$ cat config.mk
export PLATFORM = sky130hd
export DESIGN_NAME = fetch_stage
export DESIGN_NICKNAME = d
export VERILOG_FILES = /design/src/rtl/fetch_stage.sv
export SDC_FILE = /design/constraint.sdc
export NUM_CORES = 1
export LEC_CHECK = 0
export BUFFER_PORTS_ARGS = -buffer_cell sky130_fd_sc_hd__buf_4
export CELL_PAD_IN_SITES_DETAIL_PLACEMENT = 1
export CELL_PAD_IN_SITES_GLOBAL_PLACEMENT = 2
export CORE_MARGIN = 1
export CORE_UTILIZATION = 35
export CTS_BUF_LIST = sky130_fd_sc_hd__clkbuf_2
export DETAILED_ROUTE_END_ITERATION = 8
export PLACE_DENSITY_LB_ADDON = 0.1
export SYNTH_ARGS = -nofsm -noshare
export SYNTH_HDL_FRONTEND = slang
export SYNTH_SLANG_ARGS = --single-unit
$ cat constraint.sdc
create_clock -name clk -period 4.8 [get_ports clk]
set_input_delay 0 -clock clk [delete_from_list [all_inputs] [get_ports clk]]
set_output_delay 0 -clock clk [all_outputs]
set_load 0.02 [all_outputs]
$ cat src/rtl/fetch_stage.sv
// Instruction fetch stage: one outstanding bus read, one-entry output buffer,
// and redirect handling that always delivers the branch delay slot first.
//
//   state  | meaning
//   IDLE   | no request outstanding; requests when the buffer is empty or draining
//   ADDR   | request raised, holding ireq_addr until the bus accepts it
//   DATA   | address accepted, waiting for read data
module fetch_stage #(
  parameter int                 ADDR_W   = 32,
  parameter logic [ADDR_W-1:0]  RESET_PC = 32'hBFC0_0000
) (
  input  logic              clk,
  input  logic              reset,
  output logic              ireq_valid,
  output logic [ADDR_W-1:0] ireq_addr,
  input  logic              ireq_addr_ok,
  input  logic              iresp_data_ok,
  input  logic [31:0]       iresp_data,
  output logic              out_valid,
  input  logic              out_ready,
  output logic [31:0]       out_instr,
  output logic [ADDR_W-1:0] out_pc,
  input  logic              redirect_valid,
  input  logic [ADDR_W-1:0] redirect_target
);

  localparam logic [1:0] S_IDLE = 2'd0;
  localparam logic [1:0] S_ADDR = 2'd1;
  localparam logic [1:0] S_DATA = 2'd2;

  localparam logic [ADDR_W-1:0] WORD_MASK = {{(ADDR_W-2){1'b1}}, 2'b00};

  logic [1:0]        state_q, state_d;
  logic [ADDR_W-1:0] fetch_pc_q, fetch_pc_d;
  logic [ADDR_W-1:0] issued_pc_q, issued_pc_d;
  logic              pend_q, pend_d;
  logic [ADDR_W-1:0] pend_tgt_q, pend_tgt_d;
  logic              out_valid_q, out_valid_d;
  logic [31:0]       out_instr_q, out_instr_d;
  logic [ADDR_W-1:0] out_pc_q, out_pc_d;

  logic              issue, load, consume, redir, case_a, case_b;
  logic [ADDR_W-1:0] tgt, slot_pc, past_slot_pc;

  assign ireq_valid = !reset && ((state_q == S_ADDR) ||
                      (state_q == S_IDLE && (!out_valid_q || out_ready)));
  assign ireq_addr  = fetch_pc_q & WORD_MASK;

  assign issue        = ireq_valid && ireq_addr_ok;
  assign load         = iresp_data_ok && (issue || state_q == S_DATA);
  assign consume      = out_valid_q && out_ready;
  assign redir        = consume && redirect_valid;
  assign tgt          = redirect_target & WORD_MASK;
  assign slot_pc      = out_pc_q + ADDR_W'(4);
  assign past_slot_pc = out_pc_q + ADDR_W'(8);
  // Delay slot already gone out (A) or going out right now (B); otherwise defer.
  assign case_a       = redir && !issue && (fetch_pc_q == past_slot_pc);
  assign case_b       = redir && issue && (fetch_pc_q == slot_pc);

  always_comb begin
    state_d     = state_q;
    fetch_pc_d  = fetch_pc_q;
    issued_pc_d = issued_pc_q;
    pend_d      = pend_q;
    pend_tgt_d  = pend_tgt_q;
    out_valid_d = out_valid_q;
    out_instr_d = out_instr_q;
    out_pc_d    = out_pc_q;

    if (issue) begin
      issued_pc_d = ireq_addr;
      if (pend_q) begin
        fetch_pc_d = pend_tgt_q;
        pend_d     = 1'b0;
      end else if (case_b) begin
        fetch_pc_d = tgt;
      end else begin
        fetch_pc_d = fetch_pc_q + ADDR_W'(4);
      end
    end else if (case_a) begin
      fetch_pc_d = tgt;
    end

    if (redir && !case_a && !case_b) begin
      pend_d     = 1'b1;
      pend_tgt_d = tgt;
    end

    if (consume) out_valid_d = 1'b0;
    if (load) begin
      out_valid_d = 1'b1;
      out_instr_d = iresp_data;
      out_pc_d    = (state_q == S_DATA) ? issued_pc_q : ireq_addr;
    end

    case (state_q)
      S_IDLE, S_ADDR: begin
        if (ireq_valid) begin
          if (!ireq_addr_ok)      state_d = S_ADDR;
          else if (iresp_data_ok) state_d = S_IDLE;
          else                    state_d = S_DATA;
        end
      end
      S_DATA:  if (iresp_data_ok) state_d = S_IDLE;
      default: state_d = S_IDLE;
    endcase
  end

  always_ff @(posedge clk or posedge reset) begin
    if (reset) begin
      state_q     <= S_IDLE;
      fetch_pc_q  <= RESET_PC;
      issued_pc_q <= '0;
      pend_q      <= 1'b0;
      pend_tgt_q  <= '0;
      out_valid_q <= 1'b0;
      out_instr_q <= '0;
      out_pc_q    <= '0;
    end else begin
      state_q     <= state_d;
      fetch_pc_q  <= fetch_pc_d;
      issued_pc_q <= issued_pc_d;
      pend_q      <= pend_d;
      pend_tgt_q  <= pend_tgt_d;
      out_valid_q <= out_valid_d;
      out_instr_q <= out_instr_d;
      out_pc_q    <= out_pc_d;
    end
  end

  assign out_valid = out_valid_q;
  assign out_instr = out_instr_q;
  assign out_pc    = out_pc_q;

endmodule

# After elaboration in Yosys (flattened, before gate mapping)
# Cells that the tools add are included.
dict set report classes {
  n_reduce_logical 26
  n_eq_ne 6
  addsub 3
  muxes 14
}
# operator n
set ops {}
lappend ops {{32-bit 2-to-1 mux} 5}
lappend ops {{32-bit by 3-bit adder with 32-bit output (second input constant)} 2}
lappend ops {{32-bit equality test} 2}
lappend ops {{32-bit by 4-bit adder with 32-bit output (second input constant)} 1}
lappend ops {{1-bit logical AND} 12}
lappend ops {{2-bit 2-to-1 mux} 4}
lappend ops {{2-bit nonzero test} 3}
lappend ops {{1-bit zero test} 5}
lappend ops {{1-bit 2-to-1 mux} 4}
lappend ops {{2-bit != test (second input constant)} 2}
lappend ops {{2-bit one-hot mux with 2 select lines} 1}
lappend ops {{1-bit logical OR} 3}
lappend ops {{2-bit by 1-bit equality test with 1-bit output (second input constant)} 1}
lappend ops {{2-bit equality test (second input constant)} 1}
lappend ops {{2-bit zero test} 1}
lappend ops {{2-bit AND reduction} 1}
lappend ops {{2-bit OR reduction} 1}
dict set report totals {
  wordCells 57
  output_inout_bits 98
  in_bits 70
  reg_bits 160
}

# Depth between registers and ports, before layout
# Gate-level depths: netlist of the first run.
dict set report logic_depth {
  ltp_word 13
  ltp_mapped 10
}

# Least setup slack after synthesis of the first run
# OpenSTA, ideal clock, no wires.
dict set report synth_path {
  path_kind {reg-to-reg}
  start {register out_pc_q[15], in the netlist out_pc[15]}
  end {register pend_tgt_q[11]}
  path_stages_with_launch 10
  synth_period_minus_slack_ns 3.313
  required_ns 4.673
  setup_slack_ns 1.487
  arrival_time_ns 3.186
  path_cell_list {dfrtp_1 -> buf_2 -> nand4_2 -> or4b_1 -> or4_1 -> a221o_1 -> nor4_4 -> nor3_2 -> buf_6 -> mux2_1}
}
dict set report synth_between {
  elab_chain_len 6
  elab_cells_between_ends 10
  cone_classes {2 x add/sub; 2 x eq/ne; 6 x reduce/logical}
}
# item line_no
set synth_lines {}
lappend synth_lines {{from (decl)} 40} ;# logic [ADDR_W-1:0] out_pc_q, out_pc_d;
lappend synth_lines {{from (signal assigned)} 127} ;# out_pc_q <= out_pc_d;
lappend synth_lines {{32-bit by 4-bit adder with 32-bit output} 55} ;# assign past_slot_pc = out_pc_q + ADDR_W'(8);
lappend synth_lines {{32-bit equality test} 57} ;# assign case_a = redir && !issue && (fetch_pc_q == past_slot_pc);
lappend synth_lines {{1-bit logical AND} 57}
lappend synth_lines {{1-bit zero test} 84} ;# if (redir && !case_a && !case_b) begin
lappend synth_lines {{1-bit logical AND} 84}
lappend synth_lines {{1-bit logical AND *} 84}
lappend synth_lines {{to (signal assigned)} 124} ;# pend_tgt_q <= pend_tgt_d;
lappend synth_lines {{to (decl)} 37} ;# logic [ADDR_W-1:0] pend_tgt_q, pend_tgt_d;
# Mark *: on every way between the ends. The rest lies on a longest branch, timed or not.
# A chain may end at the register's enable or synchronous reset.

# Final worst setup path of the first run
dict set report layout_path {
  start {register out_pc_q[4], in the netlist out_pc[4]}
  end {register fetch_pc_q[3]}
}
dict set report layout_between {
  elab_chain_len 6
  elab_cells_between_ends 10
  cone_classes {2 x add/sub; 2 x eq/ne; 3 x mux; 3 x reduce/logical}
}
# item line_no
set layout_lines {}
lappend layout_lines {{32-bit by 3-bit adder with 32-bit output} 54} ;# assign slot_pc = out_pc_q + ADDR_W'(4);
lappend layout_lines {{32-bit equality test} 58} ;# assign case_b = redir && issue && (fetch_pc_q == slot_pc);
lappend layout_lines {{1-bit logical AND} 58}
lappend layout_lines {{32-bit 2-to-1 mux} 75} ;# end else if (case_b) begin
lappend layout_lines {{32-bit 2-to-1 mux} 72} ;# if (pend_q) begin
lappend layout_lines {{32-bit 2-to-1 mux} 70} ;# if (issue) begin
lappend layout_lines {{to (signal assigned)} 121} ;# fetch_pc_q <= fetch_pc_d;
lappend layout_lines {{to (decl)} 34} ;# logic [ADDR_W-1:0] fetch_pc_q, fetch_pc_d;
# Several ways; a longest one is shown, not always the timed one.

==> results.cfg, run 1 <==
[global_routing]
antenna_found_initial = 1
grt_usage_pct = 23.18
grt_pass1_vias = 8910
grt_pass1_wl_mm = 50.87
grt-ovfl-total = 0
grt_max_degree = 91

[power]
ir_drop_uv = 228.3
power_w = 0.006619
cellPowerDensity_mw_per_mm2 = 533.8
p_leak_nw = 5.203

[floorplan]
start_util_pct = 36.03
ios = 168
die-area_mm2 = 0.02772
die_h_um = 166.5
fp.dieW_um = 166.5
row_count = 59
core_area_mm2 = 0.02628

[layout]
fin_cells = 1598
drive_gt1_share_pct = 21.90
final_nets = 1320
layout_common_cells = buf_4 (185), nand2_1 (146), dfrtp_1 (146)
area_delta_synth_final_pct = 30.96
fin_area_mm2 = 0.01240
final_common_cell = buf_4

[yosys]
ys_seq_area_share_pct = 41.35
ys_warn_count = 0
synth_flop_cell = dfrtp_1
synth_edf_count = 0
synth.cell_area_mm2 = 0.009469
synth_cells = 1011
yosysUniqueCellTypes = 63
synth-seq-cells = 156
postSynthAreaPerCell_um2 = 9.366
synthArstFlopShare_pct = 100.0

[sta]
timing.final.ws_setup_ns = 0.6395
tns_ns = 0
hold_viol_final = 0
clock_skew_ns = 0.09745
setup_viol = 0
fmax_mhz = 240.4
period_share_pct = 86.68
rsz0062_at_grt = no
maxSlewHeadroom_pct = 20.09
worst_slew_pin_slew_ns = 1.194
drv_slew = 0
min_period_ns = 4.160

[critical_path]
crit_fanout = 30
critPathKind = reg2reg
critPathCaptureType = flip-flop
cp.required_ns = 5.39
r2r_start = out_pc[4]
ff2ff_setup_slack_ns = 0.64
crit_path_start_kind = flip-flop
critPathArrivalTime_ns = 4.75
worst_r2r_endpoint = fetch_pc_q[3]
reg2reg_depth = 10

[detailed_routing]
ant_nets = 0
wl_mm = 31.44
via_per_inst = 5.270
via_count = 8421
drt_iter0_markers = 406
drtPass1Iterations = 9
post_drt_wl_per_cell_um = 19.68
drcViolationCount = 6

[placement]
dpl_cell_area_mm2 = 0.01096
place_inst = 1444
dp_hpwl_mm = 20.39
dp_slack_ns = 0.7589
gp_congestion = 0.8480
io_buffers = 161

[clock_network]
clock_sinks = 156
post-cts-setup-buffer-count = 0
cts_buffer_depth = 2
h-tree-depth = 4
cts_tree = done
clk_latency_ns = 0.73
cts_buffers = 17
cts-root-buf = clkbuf_2
path_clk_slew_ns = 0.30
cts_resized = 0

[run]
cap_violations = 0

[min_path]
hold_path_class = in2reg
min_to = pend_tgt_q[16]
hold-path-cell-count = 3
hold_start = redirect_target[16]

[outcome]
outcome = finished, violations left
violations = design-rule violations
## timing repair
action | 4_1_cts | 5_1_grt
hold buffers | 116 | 3
hold endpoints to repair | 180 | 3
endpoints found under the setup margin | 0 | 0
## synth_stat cells, types with 6 or more instances
library cell | instances | area [um2]
or3_1 | 7 | 43.79
dfrtp_1 | 147 | 3679
xor2_1 | 40 | 350.3
buf_4 | 7 | 52.55
nor2b_1 | 33 | 206.5
buf_2 | 13 | 65.06
a21oi_1 | 42 | 210.2
a22oi_1 | 31 | 232.7
nand4_1 | 25 | 156.4
clkbuf_1 | 66 | 247.7
nand3_1 | 23 | 115.1
o22ai_1 | 7 | 43.79
nor2_1 | 52 | 195.2
and2_1 | 6 | 37.54
and4_1 | 8 | 70.07
mux2_2 | 34 | 382.9
and3_1 | 8 | 50.05
xnor2_1 | 36 | 315.3
o21ai_0 | 45 | 225.2
mux2i_1 | 89 | 890.9
nor3_1 | 18 | 90.09
nand2_1 | 147 | 551.8
inv_1 | 8 | 30.03
dfstp_2 | 9 | 236.5
nor4_1 | 14 | 87.58
mux2_1 | 32 | 360.4
## worst max path at each step
stage | from | end | slack (ns) | depth (start not counted)
global route | out_pc[4] | fetch_pc_q[3] | 0.44 | 10
global placement | out_pc[4] | fetch_pc_q[30] | 0.85 | 9
CTS | out_pc[4] | fetch_pc_q[3] | 0.64 | 10
detailed placement | out_pc[4] | fetch_pc_q[6] | 0.76 | 9
finish | out_pc[4] | fetch_pc_q[3] | 0.64 | 10
floorplan | reset | fetch_pc_q[10] | 0.61 | 1
## power by group
part | switching [W] | internal [W] | leakage [nW] | total, W
sequential | 0.000794 | 0.00182 | 1.84 | 0.00262
clock | 0.000527 | 0.000251 | 0.143 | 0.000778
combinational | 0.00177 | 0.00146 | 3.22 | 0.00323
## final cells by class
cell class	count	area (um2)
fill	2990	13880
multi-input combinational	758	5160
sequential	156	3916
timing repair buffer	306	2620
tap	335	419.2
clock inverter	12	142.6
clock buffer	20	100.1
inverter	8	35.03
antenna	3	7.507
## worst max-delay path, cell delays in order, from the launching register on
cell     delay [ns]
dfrtp_1        0.64
ha_1           0.30
nand4_1        0.41
nor4_1         0.64
mux2_2         0.40
mux2i_1        0.13
a21oi_1        0.15
nor4_4         0.55
buf_12         0.32
mux2_1         0.35
o22ai_1        0.12
## state kept, by name, indices dropped and copies added, names as in the netlist
register	flops
state_q	2
out_instr	32
pend_tgt_q	30
pend_q	1
fetch_pc_q	30
issued_pc_q	30
out_valid	1
out_pc	30
## stage by stage
stage          util (%)  hold WS, ns
6_report          47.19      0.08243
5_1_grt           47.19    0.0009061
4_1_cts           47.04   0.00003880
3_5_place_dp      41.70       0.1360
3_3_place_gp      41.70       0.1376
2_1_floorplan         -      0.06641
## cells by family after synthesis
logic type               count (synthesis)  share of synthesized area (%)
AO/OA/AOI/OAI                          151                          9.712
XOR/XNOR                                76                          7.030
adder cells (fa/ha/maj)                  3                         0.3964
buffers and inverters                  100                          4.664
flip-flops                             156                          41.35
multiplexers                           155                          17.26
other                                    1                        0.03960
AND/OR/NAND/NOR                        369                          19.56
## layer usage
layer | track usage [%] | vias to the layer above | share of wire, %
met5 | 0 | - | 0
met4 | 4.831 | 0 | 1.1
met3 | 3.826 | 21 | 4.7
met2 | 38.93 | 176 | 48
met1 | 31.36 | 4208 | 46
li1 | - | 4016 | -
Note: power is estimated with default switching activity, not from simulation.
==> run 2: changes to the inputs <==
==> constraint.sdc (replaced) <==
create_clock -name clk -period 4.8 [get_ports clk]
set_input_delay 0.24 -clock clk [delete_from_list [all_inputs] [get_ports clk]]
set_output_delay 0.24 -clock clk [all_outputs]
set_load 0.02 [all_outputs]
==> results.cfg, run 2 (synthesized netlist as in run 1, its figures left out) <==
[power]
p_leak_nw = 4.979
cellPowerDensity_mw_per_mm2 = 554.2
ir_drop_uv = 198.0
power_w = 0.006571

[run]
cap_violations = 0

[clock_network]
post-cts-setup-buffer-count = 0
cts_buffer_depth = 2
cts_buffers = 17
cts-root-buf = clkbuf_2
clk_latency_ns = 0.78
cts_tree = done
path_clk_slew_ns = 0.27
clock_sinks = 156
h-tree-depth = 4

[floorplan]
row_count = 59
start_util_pct = 36.03
die_h_um = 166.5
ios = 168
die-area_mm2 = 0.02772
core_area_mm2 = 0.02628
fp.dieW_um = 166.5

[global_routing]
grtUsageMet2_pct = 36.97
use_met3_pct = 4.373
grt_usage_pct = 22.43
grt_pass1_vias = 8554
grt_pass1_wl_mm = 48.91
met1_usage_pct = 30.36
grt_max_degree = 97
busiest_layer = met2
grt-ovfl-total = 0
antenna_found_initial = 1

[min_path]
hold_path_class = in2async

[detailed_routing]
post_drt_wl_per_cell_um = 19.61
drtPass1Iterations = 6
drcViolationCount = 6
ant_nets = 0
via_per_inst = 5.284
drt_iter0_markers = 435
via_count = 8142
wl_mm = 30.21

[sta]
drv_slew = 0
tns_ns = 0
fmax_mhz = 242.6
clock_skew_ns = 0.09307
min_period_ns = 4.122
worst_slew_pin_slew_ns = 1.164
hold_viol_final = 0
setup_viol = 0
rsz0062_at_grt = no
period_share_pct = 85.87
maxSlewHeadroom_pct = 22.12

[layout]
final_common_cell = buf_4
multiInputGateArea_mm2 = 0.005160
final_nets = 1265
area_delta_synth_final_pct = 25.22
fillCellCount = 3043
layout_common_cells = buf_4 (183), nand2_1 (146), dfrtp_1 (146)
seqCellArea_mm2 = 0.003916
drive_gt1_share_pct = 22.74
largest_reg_flops = 32

[critical_path]
critPathArrivalTime_ns = 4.75
r2r_start = out_pc[4]
critPathKind = reg2reg
cp.required_ns = 5.43
path_buf_inv = 1
cp_slowest_cell = dfrtp_1
worst_r2r_endpoint = fetch_pc_q[3]
crit_fanout = 30
ff2ff_setup_slack_ns = 0.68
worstPathCellList = ha_1, nand4_1, nor4_1, mux2_2, mux2i_1, a21oi_1, nor4_4, buf_12, mux2_1, o22ai_1
critPathMaxStageDelay_ns = 0.65
critical_path.top_delay_family = simple AND/OR/NAND/NOR gates
reg2reg_depth = 10
crit_path_start_kind = flip-flop
critPathCaptureType = flip-flop

[placement]
dp_hpwl_mm = 20.25
io_buffers = 161
gp_congestion = 0.8491

[outcome]
violations = design-rule violations
outcome = finished, violations left
-- run 2: changes by cell type in the layout (fill, tap and decap cells not counted) --
| cell | delta |
|---|---|
| diode_2 | -2 |
| clkbuf_2 | -1 |
| dlygate4sd3_1 | -53 |
| clkinvlp_4 | -1 |
| buf_4 | -2 |
| inv_6 | +4 |
| clkinv_4 | -3 |
| inv_8 | +1 |
-- run 2: where the power goes --
part           total, W  internal [W]  switching, W  leakage (nW)
Clock          0.000814      0.000259      0.000556         0.150
Combinational   0.00314       0.00141       0.00173          2.99
Sequential      0.00262       0.00182      0.000796          1.84
-- run 2: metal layers --
metal	vias to the layer above	share of wire, %
met5	-	0
met4	0	1.1
met3	22	4.3
met2	166	47
met1	4050	48
li1	3904	-
-- run 2: worst register-to-register path, stage by stage (launching register included) --
cell and delay (ns):
dfrtp_1 0.65, ha_1 0.33, nand4_1 0.39, nor4_1 0.64, mux2_2 0.40, mux2i_1 0.12
a21oi_1 0.14, nor4_4 0.50, buf_12 0.32, mux2_1 0.38, o22ai_1 0.14
-- run 2: final cells by class --
cell class | instances | area share [%]
Timing Repair Buffer | 251 | 17.50
Antenna cell | 1 | 0.02110
Sequential cell | 156 | 33.03
Multi-Input combinational cell | 758 | 43.52
Clock inverter | 13 | 1.308
Clock buffer | 19 | 0.8019
Tap cell | 335 | 3.535
Inverter | 8 | 0.2955
-- run 2: how the worst max path moves through the flow --
| stage | from | to | slack, ns | cells past startpoint |
|---|---|---|---|---|
| after CTS | out_pc[4] | fetch_pc_q[3] | 0.65 | 10 |
| after floorplan | reset | fetch_pc_q[10] | 0.37 | 1 |
| final | out_pc[4] | fetch_pc_q[3] | 0.68 | 10 |
| after global placement | out_pc[4] | fetch_pc_q[30] | 0.85 | 10 |
| after detailed placement | out_pc[10] | fetch_pc_q[20] | 0.79 | 8 |
| after global routing | out_pc[4] | fetch_pc_q[17] | 0.40 | 10 |
-- run 2: per-stage QoR --
step                area (um2)  hold slack (ns)  std cells  setup slack [ns]  utilization (%)
floorplan                 9480           0.3064       1014            0.3684                -
global placement         10940           0.4258       1442            0.8545            41.64
detailed placement       10940           0.4287       1442            0.7933            41.64
CTS                      11860           0.1099       1540            0.6507            45.11
global route             11860           0.1235       1541            0.4040            45.12
finish                   11860           0.2132       1541            0.6782            45.12
-- run 2: what timing repair did --
action / in CTS / in global routing
gates resized for setup: 0 / 0
endpoints found under the hold margin: 180 / 0
hold buffers: 66 / 0
